===== src/rtl/fpga_config_loader.sv =====
// Streams bitstream words into fabric columns one per handshake, then releases the fabric
// flip-flops after a settle interval and reports ready once the arm gap has elapsed.
module fpga_config_loader #(
  parameter int unsigned WORD_W        = 320,
  parameter int unsigned NUM_COLS      = 172,
  parameter int unsigned SETTLE_CYCLES = 10,
  parameter int unsigned ARM_GAP       = 4
) (
  input  logic                clock,
  input  logic                rst,
  input  logic                start,
  input  logic [WORD_W-1:0]   cfg_data,
  input  logic                cfg_valid,
  output logic                cfg_ready,
  output logic [WORD_W-1:0]   configs_in,
  output logic [NUM_COLS-1:0] configs_en,
  output logic                ff_en,
  output logic                rdy,
  output logic                busy
);

  localparam int unsigned ColW   = (NUM_COLS > 1) ? $clog2(NUM_COLS) : 1;
  localparam int unsigned DlyMax = (SETTLE_CYCLES > ARM_GAP) ? SETTLE_CYCLES : ARM_GAP;
  localparam int unsigned DlyW   = (DlyMax > 1) ? $clog2(DlyMax) : 1;

  localparam logic [ColW-1:0] ColLast    = ColW'(NUM_COLS - 1);
  localparam logic [DlyW-1:0] SettleLast = DlyW'(SETTLE_CYCLES - 1);
  localparam logic [DlyW-1:0] ArmLast    = DlyW'(ARM_GAP - 1);

  typedef enum logic [2:0] {
    StIdle,
    StLoad,
    StWrite,
    StSettle,
    StArm,
    StDone
  } state_e;

  state_e              state_q, state_d;
  logic [ColW-1:0]     col_q, col_d;
  logic [DlyW-1:0]     dly_q, dly_d;
  logic [WORD_W-1:0]   word_q, word_d;
  logic                cfg_ready_q, cfg_ready_d;
  logic [NUM_COLS-1:0] en_q, en_d;
  logic                ff_en_q, ff_en_d;
  logic                rdy_q, rdy_d;
  logic                busy_q, busy_d;

  always_comb begin
    state_d = state_q;
    col_d   = col_q;
    dly_d   = dly_q;
    word_d  = word_q;
    case (state_q)
      StIdle: begin
        if (start) begin
          state_d = StLoad;
          col_d   = '0;
        end
      end
      StLoad: begin
        if (cfg_valid && cfg_ready_q) begin
          word_d  = cfg_data;
          state_d = StWrite;
        end
      end
      StWrite: begin
        if (col_q == ColLast) begin
          state_d = StSettle;
          dly_d   = '0;
        end else begin
          col_d   = col_q + ColW'(1);
          state_d = StLoad;
        end
      end
      StSettle: begin
        if (dly_q == SettleLast) begin
          state_d = StArm;
          dly_d   = '0;
        end else begin
          dly_d = dly_q + DlyW'(1);
        end
      end
      StArm: begin
        if (dly_q == ArmLast) begin
          state_d = StDone;
        end else begin
          dly_d = dly_q + DlyW'(1);
        end
      end
      StDone: begin
        if (start) begin
          state_d = StLoad;
          col_d   = '0;
        end
      end
      default: state_d = StIdle;
    endcase
  end

  // Outputs are decoded from the next state so every port comes straight from a flop.
  always_comb begin
    cfg_ready_d = (state_d == StLoad);
    en_d        = (state_d == StWrite) ? (NUM_COLS'(1) << col_d) : '0;
    ff_en_d     = (state_d == StArm) || (state_d == StDone);
    rdy_d       = (state_d == StDone);
    busy_d      = (state_d != StIdle) && (state_d != StDone);
  end

  always_ff @(posedge clock) begin
    if (!rst) begin
      state_q     <= StIdle;
      col_q       <= '0;
      dly_q       <= '0;
      word_q      <= '0;
      cfg_ready_q <= 1'b0;
      en_q        <= '0;
      ff_en_q     <= 1'b0;
      rdy_q       <= 1'b0;
      busy_q      <= 1'b0;
    end else begin
      state_q     <= state_d;
      col_q       <= col_d;
      dly_q       <= dly_d;
      word_q      <= word_d;
      cfg_ready_q <= cfg_ready_d;
      en_q        <= en_d;
      ff_en_q     <= ff_en_d;
      rdy_q       <= rdy_d;
      busy_q      <= busy_d;
    end
  end

  assign cfg_ready  = cfg_ready_q;
  assign configs_in = word_q;
  assign configs_en = en_q;
  assign ff_en      = ff_en_q;
  assign rdy        = rdy_q;
  assign busy       = busy_q;

endmodule


===== config.mk =====
export PLATFORM = sky130hd
export DESIGN_NAME = fpga_config_loader
export DESIGN_NICKNAME = d
export VERILOG_FILES = /design/src/rtl/fpga_config_loader.sv
export SDC_FILE = /design/constraint.sdc
export NUM_CORES = 1
export LEC_CHECK = 0
export ABC_AREA = 1
export BUFFER_PORTS_ARGS = -buffer_cell sky130_fd_sc_hd__buf_2
export CORE_AREA = 2 2 318 320
export DETAILED_ROUTE_END_ITERATION = 10
export DIE_AREA = 0 0 320 322
export GPL_ROUTABILITY_DRIVEN = 0
export HOLD_SLACK_MARGIN = 0.08
export RECOVER_POWER = 25
export SYNTH_ARGS = -nofsm -noshare
export SYNTH_HDL_FRONTEND = slang
export SYNTH_SLANG_ARGS = --single-unit

===== constraint.sdc =====
create_clock -name clock -period 2.3 [get_ports clock]
set_input_delay 0 -clock clock [delete_from_list [all_inputs] [get_ports clock]]
set_output_delay 0 -clock clock [all_outputs]
set_load 0.01 [all_outputs]

# After elaboration in Yosys (flattened, before gate mapping)
# Index checks and enable logic that the tools add are counted.
# Widths: inputs -> output; s select.
[word_totals] ff_bits=511 latchBits=0 ram_bits=0 romBits=0 inputBits=324 output_inout_bits=496 elab_cells=50 n_memories=0
[classes] addsub=2 n_mul=0 div_mod_pow=0 n_lt_le_gt_ge=0 n_eq_ne=15 shifts=1 mux=13 n_bitwise=0 n_reduce_logical=10
[ops] cell="$shl 1x8->172 const A" count=1
[ops] cell="$mux 8" count=2
[ops] cell="$pmux 8 s2" count=1
[ops] cell="$pmux 3 s5" count=1
[ops] cell="$eq 3x3->1 const B" count=4
[ops] cell="$mux 3" count=4
[ops] cell="$mux 4" count=3
[ops] cell="$pmux 4 s3" count=1
[ops] cell="$eq 3x2->1 const B" count=3
[ops] cell="$add 8x1->8 const B" count=1
[ops] cell="$eq 8x8->1 const B" count=1
[ops] cell="$eq 3x1->1 const B" count=2
[ops] cell="$reduce_bool 3->1" count=2
[ops] cell="$add 4x1->4 const B" count=1
[ops] cell="$eq 4x2->1 const B" count=1
[ops] cell="$eq 4x4->1 const B" count=1
[ops] cell="$ne 2x2->1 const B" count=2
[ops] cell="$reduce_and 2->1" count=2
[ops] cell="$logic_not 3->1" count=1
[ops] cell="$ne 3x3->1 const B" count=1
[ops] cell="$reduce_and 3->1" count=1
[ops] cell="$logic_and 1x1->1" count=2
[ops] cell="$mux 2" count=1
[ops] cell="$reduce_or 2->1" count=1
[ops] cell="$logic_or 1x1->1" count=1

# Logic depth before layout (Yosys ltp)
[depth] depth_word=5 depth_mapped=14 mapped_depth_nobuf=13

# Worst setup path after synthesis
# Ideal clock, no wire load.
[synth_path] kind="flip-flop to flip-flop" from="register col_q[0]" to="register en_q[154] (netlist: configs_en[154])" setup_ps=66 arrival_time_ps=1829 required_ps=2234 slack_ps=405 stages_incl_launch_ff=15 path_buffers=1 synth_period_minus_slack_ps=1895 cell_sequence="dfxtp_1 ha_1 nand2_1 nor2_1 nand2_1 nand2_1 inv_1 nand2_1 o21ai_2 inv_2 buf_4 nand3_1 nor2_2 nand3_1 nor2_1"
[synth_between] elab_chain_cells=5 word_cells_on_any_way=10 cone_classes="add/sub: 1; eq/ne: 2; shift: 1; mux: 5; reduce/logical: 1"
[synth_rtl] element="start, declared" line="40" source="logic [ColW-1:0] col_q, col_d;"
[synth_rtl] element="start signal, assigned" line="123" source="col_q <= col_d;"
[synth_rtl] element="parallel branches: the longest is 5 deep, another holds $add 8x1->8"
[synth_rtl] element="end signal, assigned" line="127" source="en_q <= en_d;"
[synth_rtl] element="end, declared" line="44" source="logic [NUM_COLS-1:0] en_q, en_d;"
# Parallel ways; which one is timed is not known.
# A chain may end at the register's enable or synchronous reset.

# Final worst setup path
[layout_path] from="register state_q[0]" to="register word_q[202] (netlist: configs_in[202])"
[layout_between] elab_chain_cells=2
[layout_rtl] element="start, declared" line="39" source="state_e state_q, state_d;"
[layout_rtl] element="start signal, assigned" line="112" source="state_q <= StIdle;"
[layout_rtl] element="start signal, assigned" line="122" source="state_q <= state_d;"
[layout_rtl] element="$eq 3x1->1" line="54" source="case (state_q)"
[layout_rtl] element="$reduce_and 2->1 (no line)"
[layout_rtl] element="end signal, assigned" line="125" source="word_q <= word_d;"
[layout_rtl] element="end, declared" line="42" source="logic [WORD_W-1:0] word_q, word_d;"
# No other way between the ends.

==> reports/qor.txt <==
most frequent cells in the layout -> nor2_1 (743), buf_2 (568), dfxtp_1 (508)
area of the multi-input gates -> 5800 um2
final setup skew -> 0.0282 ns
initial core utilization -> 0.167
Antenna Violating Nets Remaining -> 0
final non-filler cell total -> 4,600
commonest non-fill, non-tap cell in the layout -> nor2_1
Net Sw Frac -> 0.257
io pins -> 820
fin nets -> 3,576
clk root buf -> clkbuf_16
port bufs -> 819
die width -> 320 um
DR WL/cell -> 17.1 um
Seq pwr share -> 0.437
Core Area -> 99,600 um2
Routed WL -> 78,500 um
Worst Max-Slew Pin Slew -> 0.768 ns
area delta synth->final -> 72.2%
Post-Syn Instances -> 1,994
share of layout cells above drive strength 1 -> 0.240
CP endpoint kind -> register
pin count of the biggest net entering global routing -> 125
Hold Crit Class -> primary input to register
Min-Delay Path Depth -> 4
Max Root-Sink Buffers -> 3
Synth Warn # -> 0
worst-path fanout max -> 69
Critical Path, Cell by Cell -> inv_2 > nor3_4 > nand3_4 > buf_4 > buf_12 > o21ai_0 > dlygate4sd3_1 > nor2_1
Final Util -> 0.288
Period minus WS final -> 2.20 ns
Mapped Area -> 16,700 um2
# placed instances -> 4,050
Max IR drop VDD -> 0.000623 V
max cap viols -> 0
die height -> 322 um
Cell Pwr Density -> 744 nW/um2
initial antenna violation count -> 5
syn nets -> 2,321
outcome -> finished clean
Int Pwr -> 15.9 mW
via/cell ratio -> 4.01
clock slew at reported path FFs -> 0.06 ns
post-synthesis cell type count -> 28
die area -> 103,000 um2
Avg Inst Size Synth -> 8.36 um2
fill cell count -> 10,600
GRT overflow -> 0
Power, Total -> 21.4 mW
Worst R2R Path Depth -> 8
Clock Sinks -> 511
Net Sw Power -> 5.49 mW
total track usage -> 0.144
row count -> 116
Leakage -> 11.8 nW
sequential fraction of the synthesis area -> 0.614
CTS Buf Count -> 59
crit path DAT -> 2.74 ns
crit share post-route -> 0.956
CTS tree -> built
register area -> 10,200 um2
number of DRC markers in iteration 0 -> 1,014
vias -> 18,400
Slew Limit Fails -> 0
Clk Latency, worst-skew pair -> 0.65 ns
CP Launch Type -> register
Max-slew headroom -> 0.488
Hold Fails Final Rpt -> 0
Yosys reg bits -> 511
Clock power frac -> 0.445
vias in the first global route -> 18,200
slowest cell delay on critical path -> 0.59 ns
setup violators final -> 0
Logic pwr share -> 0.117
Fmax achieved -> 455 MHz
first-pass GRT wire length -> 113,000 um
required time worst endpoint -> 2.84 ns
Final HPWL DP -> 56,000 um
H-tree levels -> 2
first-pass detailed-route iteration total -> 5
Crit Path Class -> register to register
DRC Markers -> 0
Slowest cell on crit path -> dlygate4sd3_1
## logic make-up (layout without fill, tap and decap cells)
| group | count (synthesis) | count (layout) | synth area share |
|---|---|---|---|
| AO/OA/AOI/OAI | 334 | 334 | 0.102 |
| AND/OR/NAND/NOR | 967 | 967 | 0.238 |
| buffers and inverters | 175 | 1478 | 0.0422 |
| adder cells (fa/ha/maj) | 3 | 3 | 0.00225 |
| flip-flops | 511 | 511 | 0.614 |
| XOR/XNOR | 4 | 4 | 0.00210 |
| other | 0 | 5 | 0 |
## metrics by stage
step | hold WS (ns) | area, um2 | TNS [ns] | worst slack [ns]
after floorplan | 0.167 | 16700 | 0 | 0.405
after global placement | 0.249 | 22600 | -0.0553 | -0.0553
after detailed placement | 0.255 | 22600 | -0.0379 | -0.0379
after CTS | 0.0806 | 28900 | 0 | 0.0339
after global routing | 0.117 | 28700 | -0.00140 | -0.00140
final | 0.150 | 28700 | 0 | 0.100
## state kept, by name, indices dropped and copies added (netlist names)
register	cells
dly_q	4
cfg_ready	1
rdy	1
state_q	3
col_q	8
ff_en	1
configs_in	320
configs_en	172
busy	1
## synth_stat cells (all sizes together)
master / n / area share
nor2: 754 / 0.17
a311oi: 1 / 0.00053
nand2: 46 / 0.011
o21ai: 327 / 0.099
nand4: 34 / 0.013
xor2: 4 / 0.0021
o22ai: 1 / 0.00075
inv: 30 / 0.0068
nand3b: 1 / 0.00045
buf: 32 / 0.010
nor3b: 3 / 0.0014
nand3: 36 / 0.012
clkbuf: 111 / 0.025
a21oi: 5 / 0.0017
dfxtp: 511 / 0.61
nor3: 93 / 0.028
ha: 3 / 0.0023
clkinv: 2 / 0.00045
## critical path: cells and delay by family (launching register included)
kind | cells | cell delay [ns]
AOI/OAI and AO/OA | 1 | 0.20
buffers and inverters | 4 | 1.11
DFF | 1 | 0.39
and+or+nand+nor | 3 | 0.36
## worst paths after layout
check	end	from	slack [ns]
worst min register to register	configs_in[16]	configs_in[16]	0.47
worst max register to register	configs_in[202]	state_q[0]	0.10
worst max-delay path	configs_in[202]	state_q[0]	0.10
worst min-delay path	configs_in[170]	cfg_data[170]	0.15
## power by group through the flow
| stage | Clock, mW | Sequential (mW) | Combinational [mW] |
|---|---|---|---|
| finish | 9.51 | 9.34 | 2.51 |
| global route | 10.1 | 9.37 | 2.74 |
| CTS | 9.80 | 9.33 | 2.52 |
| detailed placement | 0 | 9.52 | 1.90 |
| global placement | 0 | 9.51 | 1.89 |
| floorplan | 0 | 9.67 | 0.716 |
## routing by layer
layer | part of all wire | GRT usage | up-vias
met5 | 0.00017 | 0 | -
met4 | 0.045 | 0.0638 | 2
met1 | 0.38 | 0.156 | 8540
li1 | - | - | 8966
met2 | 0.50 | 0.258 | 790
met3 | 0.079 | 0.0434 | 150
## final cells by class
type	count	area share
Clock buffer	84	0.0589
Tap cell	1298	0.0566
Inverter	32	0.00453
Timing Repair Buffer	1337	0.311
Sequential cell	511	0.357
Antenna cell	5	0.000436
Multi-Input combinational cell	1308	0.202
Clock inverter	25	0.00950
## what timing repair did
item	4_1_cts	5_1_grt
setup endpoints to repair	1	215
cloned	0	0
gates resized for setup	1	23
endpoints found under the hold margin	348	0
setup buffers	0	3
pin swaps	0	4
hold buffers	433	0
Power figures use the tool's default switching activity.
